File: src/rtl/pixel_proc_pipe.sv
// Frame-based pixel processor: bypass, invert, 3x3 Gaussian blur and threshold,
// with valid/ready on both sides and a single registered output stage.
//
// state  | meaning
// S_IDLE | waiting for start; no input accepted
// S_RUN  | frame in progress; leaves on handshake of the frame's last output
module pixel_proc_pipe #(
    parameter int DATA_W = 8,
    parameter int IMG_W  = 32,
    parameter int IMG_H  = 32
) (
    input  logic              clk,
    input  logic              resetn,
    input  logic              i_start,
    input  logic [1:0]        i_mode,
    input  logic [DATA_W-1:0] i_thresh,
    input  logic              i_in_valid,
    output logic              o_in_ready,
    input  logic [DATA_W-1:0] i_in_data,
    output logic              o_out_valid,
    input  logic              i_out_ready,
    output logic [DATA_W-1:0] o_out_data,
    output logic              o_out_sof,
    output logic              o_out_eol,
    output logic              o_busy,
    output logic              o_frame_done
);

    localparam int CW = $clog2(IMG_W);
    localparam int RW = $clog2(IMG_H);
    localparam int SW = DATA_W + 4;
    localparam logic [CW-1:0] COL_LAST = CW'(IMG_W - 1);
    localparam logic [RW-1:0] ROW_LAST = RW'(IMG_H - 1);

    typedef enum logic [1:0] {
        M_BYPASS = 2'b00,
        M_INVERT = 2'b01,
        M_BLUR   = 2'b10,
        M_THRESH = 2'b11
    } mode_t;

    typedef enum logic {
        S_IDLE = 1'b0,
        S_RUN  = 1'b1
    } state_t;

    state_t            r_state;
    state_t            w_state_nxt;
    mode_t             r_mode;
    logic [DATA_W-1:0] r_thresh;
    logic [CW-1:0]     r_in_col;
    logic [RW-1:0]     r_in_row;
    logic              r_in_done;
    logic              r_sof_pend;
    logic              r_out_valid;
    logic [DATA_W-1:0] r_out_data;
    logic              r_out_sof;
    logic              r_out_eol;
    logic              r_out_last;
    logic              r_frame_done;

    logic [DATA_W-1:0] r_lb0 [IMG_W];
    logic [DATA_W-1:0] r_lb1 [IMG_W];
    logic [DATA_W-1:0] r_top0, r_top1;
    logic [DATA_W-1:0] r_mid0, r_mid1;
    logic [DATA_W-1:0] r_bot0, r_bot1;

    logic              w_consume;
    logic              w_produce;
    logic              w_last_hs;
    logic              w_col_last;
    logic              w_row_last;
    logic              w_win_ok;
    logic [DATA_W-1:0] w_lb0_rd;
    logic [DATA_W-1:0] w_lb1_rd;
    logic [SW-1:0]     w_sum;
    logic [DATA_W-1:0] w_pix;

    assign w_col_last = (r_in_col == COL_LAST);
    assign w_row_last = (r_in_row == ROW_LAST);
    assign w_win_ok   = (r_in_row >= RW'(2)) && (r_in_col >= CW'(2));
    assign w_consume  = i_in_valid && o_in_ready;
    assign w_produce  = w_consume && ((r_mode != M_BLUR) || w_win_ok);
    assign w_last_hs  = r_out_valid && i_out_ready && r_out_last;

    always_ff @(posedge clk) begin
        if (!resetn) begin
            r_state <= S_IDLE;
        end else begin
            r_state <= w_state_nxt;
        end
    end

    always_comb begin
        w_state_nxt = r_state;
        o_busy      = 1'b0;
        o_in_ready  = 1'b0;
        case (r_state)
            S_IDLE: begin
                if (i_start) begin
                    w_state_nxt = S_RUN;
                end
            end
            S_RUN: begin
                o_busy     = 1'b1;
                o_in_ready = !r_in_done && (!r_out_valid || i_out_ready);
                if (w_last_hs) begin
                    w_state_nxt = S_IDLE;
                end
            end
            default: w_state_nxt = S_IDLE;
        endcase
    end

    // Window columns c-2, c-1 come from the tap registers; column c is read live.
    assign w_lb0_rd = r_lb0[r_in_col];
    assign w_lb1_rd = r_lb1[r_in_col];

    assign w_sum = SW'(r_top0)          + (SW'(r_top1) << 1)   + SW'(w_lb1_rd)
                 + (SW'(r_mid0) << 1)   + (SW'(r_mid1) << 2)   + (SW'(w_lb0_rd) << 1)
                 + SW'(r_bot0)          + (SW'(r_bot1) << 1)   + SW'(i_in_data);

    always_comb begin
        w_pix = i_in_data;
        case (r_mode)
            M_BYPASS: w_pix = i_in_data;
            M_INVERT: w_pix = ~i_in_data;
            M_BLUR:   w_pix = w_sum[SW-1:4];
            M_THRESH: w_pix = (i_in_data >= r_thresh) ? {DATA_W{1'b1}} : {DATA_W{1'b0}};
            default:  w_pix = i_in_data;
        endcase
    end

    always_ff @(posedge clk) begin
        if (!resetn) begin
            r_mode       <= M_BYPASS;
            r_thresh     <= '0;
            r_in_col     <= '0;
            r_in_row     <= '0;
            r_in_done    <= 1'b0;
            r_sof_pend   <= 1'b0;
            r_out_valid  <= 1'b0;
            r_out_data   <= '0;
            r_out_sof    <= 1'b0;
            r_out_eol    <= 1'b0;
            r_out_last   <= 1'b0;
            r_frame_done <= 1'b0;
        end else begin
            r_frame_done <= w_last_hs;

            if ((r_state == S_IDLE) && i_start) begin
                r_mode     <= mode_t'(i_mode);
                r_thresh   <= i_thresh;
                r_in_col   <= '0;
                r_in_row   <= '0;
                r_in_done  <= 1'b0;
                r_sof_pend <= 1'b1;
            end else if (w_consume) begin
                if (w_col_last) begin
                    r_in_col <= '0;
                    if (w_row_last) begin
                        r_in_done <= 1'b1;
                    end else begin
                        r_in_row <= r_in_row + RW'(1);
                    end
                end else begin
                    r_in_col <= r_in_col + CW'(1);
                end
            end

            if (w_produce) begin
                r_out_valid <= 1'b1;
                r_out_data  <= w_pix;
                r_out_sof   <= r_sof_pend;
                r_out_eol   <= w_col_last;
                r_out_last  <= w_col_last && w_row_last;
                r_sof_pend  <= 1'b0;
            end else if (i_out_ready) begin
                r_out_valid <= 1'b0;
            end
        end
    end

    // Line buffers and window taps carry data only, so they are left unreset.
    always_ff @(posedge clk) begin
        if (w_consume) begin
            r_lb1[r_in_col] <= w_lb0_rd;
            r_lb0[r_in_col] <= i_in_data;
            r_top0          <= r_top1;
            r_top1          <= w_lb1_rd;
            r_mid0          <= r_mid1;
            r_mid1          <= w_lb0_rd;
            r_bot0          <= r_bot1;
            r_bot1          <= i_in_data;
        end
    end

    assign o_out_valid  = r_out_valid;
    assign o_out_data   = r_out_data;
    assign o_out_sof    = r_out_sof;
    assign o_out_eol    = r_out_eol;
    assign o_frame_done = r_frame_done;

endmodule
File: config.mk
export PLATFORM = sky130hd
export DESIGN_NAME = pixel_proc_pipe
export DESIGN_NICKNAME = d
export VERILOG_FILES = /design/src/rtl/pixel_proc_pipe.sv
export SDC_FILE = /design/constraint.sdc
export NUM_CORES = 1
export LEC_CHECK = 0
export ABC_AREA = 1
export CAP_MARGIN = 15
export CORE_MARGIN = 3
export CORE_UTILIZATION = 55
export CTS_BUF_LIST = sky130_fd_sc_hd__clkbuf_16
export CTS_CLUSTER_SIZE = 28
export DETAILED_ROUTE_END_ITERATION = 8
export PLACE_DENSITY = 0.76
export SLEW_MARGIN = 25
export SYNTH_ARGS = -nofsm -noshare
export SYNTH_HDL_FRONTEND = slang
export SYNTH_SLANG_ARGS = --single-unit
File: constraint.sdc
create_clock -name clk -period 5.65 [get_ports clk]
set_input_delay 1.13 -clock clk [delete_from_list [all_inputs] [get_ports clk]]
set_output_delay 1.13 -clock clk [all_outputs]
set_load 0.05 [all_outputs]
==> results of run 1 <==
[metal layers]
metal  GRT usage  vias up
met4     0.09493        0
met3     0.03555      133
li1            -     7394
met5           0        -
met2      0.4001      945
met1      0.3414     8204
[Yosys cell counts, types with 30 or more instances]
cell type / count
fa_1: 52
clkbuf_1: 43
buf_2: 30
a21oi_1: 35
edfxtp_1: 560
nand2_1: 206
nor2_1: 315
dfxtp_1: 41
o21ai_0: 251
inv_1: 145
o221ai_1: 105
nand3_1: 106
[worst register-to-register path: cells and delay by family (launching register included)]
kind | cells | cell delay (ns)
flops | 1 | 0.39
fa+ha+maj | 5 | 2.38
buf+inv | 6 | 0.67
compound gates | 3 | 0.32
simple gates | 15 | 1.42
[power by group]
group          internal (µW)  switching, µW  total, µW
clock network           2040           1570       3610
registers               4940           19.8       4960
logic                    512            981       1490
total                   7490           2570      10100
[cell type report]
| class | instances | area [µm²] |
|---|---|---|
| clock inverter | 44 | 314.1 |
| fill | 3257 | 16850 |
| antenna | 2 | 5.005 |
| tap | 600 | 750.7 |
| timing repair buffer | 127 | 1276 |
| clock buffer | 57 | 1426 |
| sequential | 601 | 17650 |
| inverter | 151 | 585.6 |
| multi-input combinational | 1156 | 6620 |
[cell families (layout without fill, tap and decap cells)]
| kind of cell | after synthesis | after routing | synth area share |
|---|---|---|---|
| DFF | 601 | 601 | 0.6945 |
| adders and majority gates | 81 | 81 | 0.05528 |
| buffers and inverters | 262 | 379 | 0.04523 |
| and+or+nand+nor | 646 | 646 | 0.1030 |
| AOI/OAI and AO/OA | 429 | 429 | 0.1020 |
| other | 0 | 2 | 0 |
[through the flow]
stage	total power [µW]	hold slack [ns]	worst slack, ns
floorplan	6078	0.4264	0.4389
global placement	6441	0.4354	0.1838
detailed placement	6485	0.4423	0.1994
CTS	10050	0.4569	0.2297
global route	10470	0.4708	0.002375
finish	10060	0.4557	0.3409
[flip-flops by register name (all words and copies together) (netlist names), 2 cells and up, named ones only]
name / cells
r_mid1: 8
r_lb1: 256
r_in_row: 5
o_out_data: 8
r_in_col: 5
r_top1: 8
r_bot0: 8
r_lb0: 256
r_mode: 2
r_top0: 8
r_mid0: 8
r_bot1: 8
r_thresh: 8
[path summary, 6_finish.rpt]
path              slack [ns]          start            end  depth (start not counted)
setup / recovery        0.34      flip-flop  o_out_data[5]                         29
setup reg to reg        0.34      flip-flop  o_out_data[5]                         29
hold / removal          0.46  o_out_data[6]  o_out_data[6]                          2
hold reg to reg         0.46  o_out_data[6]  o_out_data[6]                          2
[repair_timing]
| action | 4_1_cts | 5_1_grt |
|---|---|---|
| setup buffers | 0 | 3 |
| endpoints found under the setup margin | 0 | 3 |
| hold endpoints to repair | 0 | 0 |
| resized for setup | 0 | 11 |
==> impl_metrics.tcl, run 1 <==
set metrics [dict create \
    clock_latency_ns 0.60 \
    htreeDepth 2 \
    ys.flop_type "edfxtp_1" \
    critical_path_class "reg2reg" \
    maxUsedRoutingLayer "met4" \
    min_period_ns 5.309 \
    fmaxAchievable_mhz 188.4 \
    drive_above_1_share 0.08380 \
    postRouteAntennaNets 0 \
    drtIter0Drc 2035 \
    synthesis.area_um2 25400 \
    status "finished, final reports clean" \
    routed_via_density 6.091 \
    power_density_nw_per_um2 351.6 \
    tightestPinTransition_ns 0.7528 \
    cp.required_ns 6.13 \
    ys_ff_latch 601 \
    hold_buffers 0 \
    drv_slew 0 \
    clk_pin_slew_ns 0.07 \
    rsz0062_at_grt "no" \
    final-instance-count-excl-fill 2738 \
    layout_common_cells "edfxtp_1 (560), nor2_1 (315), o21ai_0 (251)" \
    seq_area_frac_synth 0.6945 \
    final_common_cell "edfxtp_1" \
    wire_per_inst_um 22.81 \
    die_x_um 220.9 \
    synth_top_area_share 0.6622 \
    synthTopCellsByArea "edfxtp_1 (66%), o21ai_0 (4.9%), nor2_1 (4.7%)" \
    leakagePower_uw 0.01017 \
    die-area_um2 48790 \
    clock_sinks 601 \
    grt_start_max_net_pins 114 \
    max-cap-violations 0 \
    grt_pass1_wl_um 92920 \
    crit_path_frequent_cell "nand2_1" \
    root_buffer "clkbuf_16" \
    skew_ns 0.02035 \
    drc 0 \
    worstSetupEndpointType "flip-flop" \
    synthArstFlopShare 0 \
    yosysUniqueCellTypes 36 \
    numPortBuffers 36 \
    num_io_pins 37 \
    drt-total-wl_um 62460 \
    clk_path_buf_depth 3 \
    row_count 78 \
    hpwl_um 34930 \
    die_h_um 220.9 \
    start_kind "flip-flop" \
    synth_nets 2123 \
    antenna_found_initial 1 \
    core_area_um2 45480 \
    finalInstanceArea_um2 28620 \
    syn_area_per_cell_um2 12.58 \
    fin_util 0.6294 \
    grt_util_all_layers 0.2461 \
    slew_headroom 0.4963 \
    cp_max_fo 46 \
    areaGrowthSynthToFinish_pct 12.71 \
    hold_viol 0 \
    path_buf_inv 6 \
    synth_largest_area_cell "edfxtp_1" \
    critPathMaxStageDelay_ns 0.49 \
    crit_arrival_ns 5.78 \
    tritoncts "done" \
    firstDrtPassIters 6 \
    routed-wl-met3_um 6240 \
    overflow 0 \
    placed_area_um2 26710 \
    finalNetCount 2197 \
    wl_met2_um 29820 \
    gp_congestion 0.8912 \
    critPathTopFamily "adder cells" \
    grt_pass1_vias 16210 \
    vias 16676 \
    final-setup-viol-count 0 \
    syn_inst 2019 \
    place_inst 2628 \
    vdd_drop_max_mv 0.2759 \
    synth-warning-count 0 \
    drt-met1-wl_um 24220 \
    synth_edf_count 560 \
    period_share 0.9397 \
    start_util 0.5584 \
    hold_path_class "reg2reg" \
    cts_buffers 56 \
    cpMaxStageDelayCell "fa_1" \
    fin_setup_tns_ns 0 \
]
No activity file was read; power rests on OpenSTA's default activity.
==> inputs of run 2 (changes only) <==
GPL_TIMING_DRIVEN = 0   (was default)
MAX_ROUTING_LAYER = met4   (was default)
==> run 2 against run 1 <==
Net effect: clock power increased by 4%; clock skew rose by 0.0073 ns; sequential cell count did not move; hold slack worse by 0.00054 ns; die area unchanged; worst setup slack got worse by 0.21 ns; final area up 2.7%; combinational power up 11%; sequential power is essentially flat; final cell count rose by 2.5%; largest power group unchanged.
==> impl_metrics.tcl, run 2 (synthesized netlist as in run 1, its figures left out) <==
set metrics [dict create \
    status "finished, final reports clean" \
    maxUsedRoutingLayer "met4" \
    place_inst 2692 \
    root_buffer "clkbuf_16" \
    worstSetupEndpointType "flip-flop" \
    die-area_um2 48790 \
    htreeDepth 2 \
    multi_input_comb_area_um2 6998 \
    clock_sinks 601 \
    cp.required_ns 6.17 \
    drt-met1-wl_um 26080 \
    vias 17546 \
    hold_buffers 0 \
    hold_viol 0 \
    core_area_um2 45480 \
    slew_headroom 0.4604 \
    clock_latency_ns 0.63 \
    period_share 0.9767 \
    fmaxAchievable_mhz 181.2 \
    clk_pin_slew_ns 0.07 \
    wl_met2_um 32510 \
    final_common_cell "edfxtp_1" \
    diodes 0 \
    skew_ns 0.02766 \
    grt_pass1_wl_um 102500 \
    clk_path_buf_depth 3 \
    firstDrtPassIters 7 \
    areaGrowthSynthToFinish_pct 15.79 \
    fillers 3298 \
    gp_congestion 0.9797 \
    drtIter0Drc 2425 \
    drive_above_1_share 0.1392 \
    die_x_um 220.9 \
    wire_per_inst_um 25.11 \
    routed_via_density 6.253 \
    drv_slew 0 \
    final-seq-area_um2 17640 \
    start_kind "flip-flop" \
    finalNetCount 2263 \
    postRouteAntennaNets 0 \
    final-instance-count-excl-fill 2806 \
    tritoncts "done" \
    largestRegisters "r_lb0 (256), r_lb1 (256)" \
    max-cap-violations 0 \
    die_h_um 220.9 \
    num_io_pins 37 \
    numPortBuffers 36 \
    ff2ff_setup_slack_ns 0.13 \
    vdd_drop_max_mv 0.2737 \
    cp_max_fo 34 \
    critical_path_class "reg2reg" \
    cts_buffers 56 \
    routed-wl-met3_um 8173 \
    min_period_ns 5.519 \
    overflow 0 \
    final-setup-viol-count 0 \
    leakagePower_uw 0.01044 \
    grt_start_max_net_pins 44 \
    power_density_nw_per_um2 352.4 \
    drc 0 \
    row_count 78 \
    crit_arrival_ns 6.04 \
    grt_util_all_layers 0.2870 \
    tightestPinTransition_ns 0.8094 \
    hpwl_um 45430 \
    hold_path_class "reg2reg" \
    total_power_uw 10360 \
    layout_common_cells "edfxtp_1 (560), nor2_1 (284), o21ai_0 (245)" \
    grt_pass1_vias 16772 \
    drt-total-wl_um 70470 \
    antenna_found_initial 0 \
    start_util 0.5584 \
]
run 2: critical path, stage by stage (launching register included):
cell and delay, ns:
dfxtp_4 0.39, inv_4 0.17, buf_6 0.22, clkbuf_4 0.24, o21ai_0 0.10, o221ai_1 0.28, nand3_1 0.11, nand2_1 0.18
nand2_1 0.16, nand2_8 0.30, fa_1 0.46, inv_1 0.08, fa_1 0.45, fa_1 0.50, fa_1 0.50, inv_1 0.04
ha_1 0.35, nand2_1 0.09, inv_1 0.10, nand4_1 0.17, nand2_1 0.10, nand2_1 0.05, nand3_1 0.07, nand2_1 0.05
o21ai_0 0.15, nand2_1 0.07
run 2: path summary, 6_finish.rpt:
| kind | end | from | cells past startpoint |
|---|---|---|---|
| max | o_out_data[4] | flip-flop | 25 |
| min | r_top0[2] | r_top1[2] | 0 |
| max reg2reg | o_out_data[4] | flip-flop | 25 |
| min reg2reg | r_top0[2] | r_top1[2] | 0 |
run 2: metrics by stage:
| stage | cell area, µm² | setup WS, ns | TNS [ns] | util | hold WS [ns] |
|---|---|---|---|---|---|
| CTS | 29160 | 0.0004823 | 0 | 0.6411 | 0.4552 |
| global placement | 26510 | -1.538 | -11.17 | 0.5828 | 0.4298 |
| detailed placement | 27190 | -1.199 | -7.944 | 0.5979 | 0.4379 |
| global route | 29400 | -0.1003 | -0.2519 | 0.6466 | 0.4693 |
| floorplan | 25400 | 0.4389 | 0 | - | 0.4264 |
| finish | 29400 | 0.1315 | 0 | 0.6466 | 0.4552 |
run 2: final cells by class:
class,count,share of cell area
sequential,601,0.6001
multi-input combinational,1159,0.2380
clock buffer,57,0.04851
timing repair buffer,79,0.03285
tap,600,0.02553
buffer,111,0.02268
inverter,151,0.01940
clock inverter,48,0.01298
run 2: metal layers:
layer  GRT usage  up-vias
li1            -     7547
met5           -        -
met3     0.06182      272
met2      0.4361     1236
met4      0.1311        0
met1      0.3757     8491
run 2: repair_timing:
| item | 4_1_cts | 5_1_grt |
|---|---|---|
| cloned | 2 | 2 |
| resized for setup | 41 | 82 |
| setup endpoints to repair | 8 | 8 |
| pin swaps | 2 | 6 |
| buffers inserted | 2 | 3 |
run 2: report_power, final:
| part | total [µW] | internal, µW | switching, µW |
|---|---|---|---|
| clock | 3750 | 2100 | 1650 |
| sequential | 4950 | 4940 | 18.4 |
| combinational | 1660 | 572 | 1080 |
==> inputs of run 3 (changes only) <==
CORE_UTILIZATION = 40   (was 55)
PLACE_DENSITY = default   (was 0.76)
PLACE_DENSITY_LB_ADDON = 0.08   (was default)
SLEW_MARGIN = 5   (was 25)
==> run 3 against run 2 <==
Net effect: total power increased by 3.5%; register-to-register slack improved by 0.11 ns; critical path type unchanged; highest routed layer unchanged; via count decreased by 4.3%.
==> impl_metrics.tcl, run 3 (synthesized netlist as in run 1, its figures left out) <==
set metrics [dict create \
    period_share 0.9578 \
    finalInstanceArea_um2 30150 \
    die_h_um 258.0 \
    power_density_nw_per_um2 355.9 \
    critPathMaxStageDelay_ns 0.55 \
    postRouteAntennaNets 0 \
    start_util 0.4078 \
    fin_setup_tns_ns 0 \
    vias 16794 \
    cpMaxStageDelayCell "fa_1" \
    die_x_um 258.0 \
    die-area_um2 66550 \
    drc 0 \
    largestRegisters "r_lb0 (256), r_lb1 (256)" \
    cp.required_ns 6.14 \
    hold_ws_ns 0.4479 \
    path_buf_inv 8 \
    vdd_drop_max_mv 0.2548 \
    crit_path_frequent_cell "nand2_1" \
    grt_pass1_vias 16334 \
    hold_depth 2 \
    root_buffer "clkbuf_16" \
    status "finished, final reports clean" \
    cts_buffers 68 \
    num_io_pins 37 \
    slew_headroom 0.4061 \
    start_kind "flip-flop" \
    ff2ff_setup_slack_ns 0.24 \
    hold_buffers 0 \
    total_power_uw 10730 \
    htreeDepth 3 \
    reg2regPathDepth 29 \
    antenna_found_initial 4 \
    firstDrtPassIters 5 \
    layout_common_cells "edfxtp_1 (560), nor2_1 (285), o21ai_0 (244)" \
    drt-total-wl_um 77030 \
    hold_viol 0 \
    crit_arrival_ns 5.90 \
    grt_pass1_wl_um 109400 \
    grt_util_all_layers 0.2328 \
    final-setup-viol-count 0 \
    critPathTopFamily "adder cells" \
    drv_slew 0 \
    tritoncts "done" \
    holdCritStartpoint "o_out_data[0]" \
    gp_congestion 0.9422 \
    hold_path_class "reg2reg" \
    drive_above_1_share 0.1507 \
    cp_max_fo 17 \
    clk_pin_slew_ns 0.06 \
    core_area_um2 62280 \
    final_common_cell "edfxtp_1" \
    fillers 5545 \
    tightestPinTransition_ns 0.8909 \
    grt_start_max_net_pins 49 \
    clock_latency_ns 0.61 \
    rr_endpoint "o_out_data[4]" \
    placed_area_um2 27510 \
    fin_util 0.4841 \
    clk_path_buf_depth 3 \
    max-cap-violations 0 \
    wire_per_inst_um 25.06 \
    skew_ns 0.02104 \
    hpwl_um 50100 \
    overflow 0 \
    numPortBuffers 36 \
    min_period_ns 5.411 \
    worstSetupEndpointType "flip-flop" \
    clock_sinks 601 \
    critical_path_class "reg2reg" \
    finalNetCount 2291 \
    drtIter0Drc 1702 \
    leakagePower_uw 0.01076 \
    hold_path_end "o_out_data[0]" \
    routed_via_density 5.463 \
    areaGrowthSynthToFinish_pct 18.71 \
    row_count 91 \
    fmaxAchievable_mhz 184.8 \
]
==> run 3: worst register-to-register path, delay by kind of cell (launching register included) <==
| kind | cells | cell delay, ns |
|---|---|---|
| buffers and inverters | 8 | 0.79 |
| AO/OA/AOI/OAI | 3 | 0.39 |
| AND/OR/NAND/NOR | 13 | 1.33 |
| flip-flops | 1 | 0.39 |
| adder cells (fa/ha/maj) | 5 | 2.40 |
==> run 3: per-layer routing <==
| layer | track usage | wire, µm | up-vias |
|---|---|---|---|
| met4 | 0.07313 | 2411 | 0 |
| li1 | - | - | 7627 |
| met1 | 0.3061 | 33100 | 8428 |
| met5 | - | 0 | - |
| met3 | 0.04609 | 5260 | 141 |
| met2 | 0.3665 | 36260 | 598 |
==> run 3: worst max-delay path by stage <==
stage                                to  slack (ns)  cells past startpoint
after floorplan           o_out_data[5]        0.44                     27
after global placement    o_out_data[5]       -2.11                     27
after detailed placement  o_out_data[5]       -1.15                     27
after CTS                 o_out_data[5]       0.005                     29
after global routing      o_out_data[5]       -0.01                     29
final                     o_out_data[4]        0.24                     29
==> run 3: what timing repair did <==
| item | in CTS | in global routing |
|---|---|---|
| gates resized for setup | 61 | 90 |
| pin swaps | 2 | 18 |
| buffers inserted | 1 | 17 |
| endpoints found under the hold margin | 0 | 0 |
| setup endpoints to repair | 8 | 8 |
| gates cloned | 1 | 5 |
==> run 3: area by class of cell <==
type / instances / area, µm² / area share
Sequential cell: 601 / 17640 / 0.5853
Inverter: 151 / 573.1 / 0.01901
Timing Repair Buffer: 92 / 1091 / 0.03619
Multi-Input combinational cell: 1162 / 7056 / 0.2340
Clock inverter: 49 / 279.0 / 0.009255
Clock buffer: 70 / 1752 / 0.05810
Tap cell: 837 / 1047 / 0.03474
Antenna cell: 1 / 2.502 / 0.00008300
Buffer: 111 / 703.2 / 0.02332
==> run 3: metrics by stage <==
| step | setup slack [ns] | instances |
|---|---|---|
| global placement | -2.110 | 2892 |
| CTS | 0.004730 | 3051 |
| global route | -0.01302 | 3073 |
| detailed placement | -1.147 | 2930 |
| floorplan | 0.4389 | 2019 |
| finish | 0.2386 | 3074 |
==> run 3: power by group <==
part	switching [µW]	leakage (µW)	total [µW]	internal (µW)
Combinational	1110	0.00428	1700	593
Clock	1750	0.00110	4070	2330
Sequential	17.9	0.00538	4960	4940
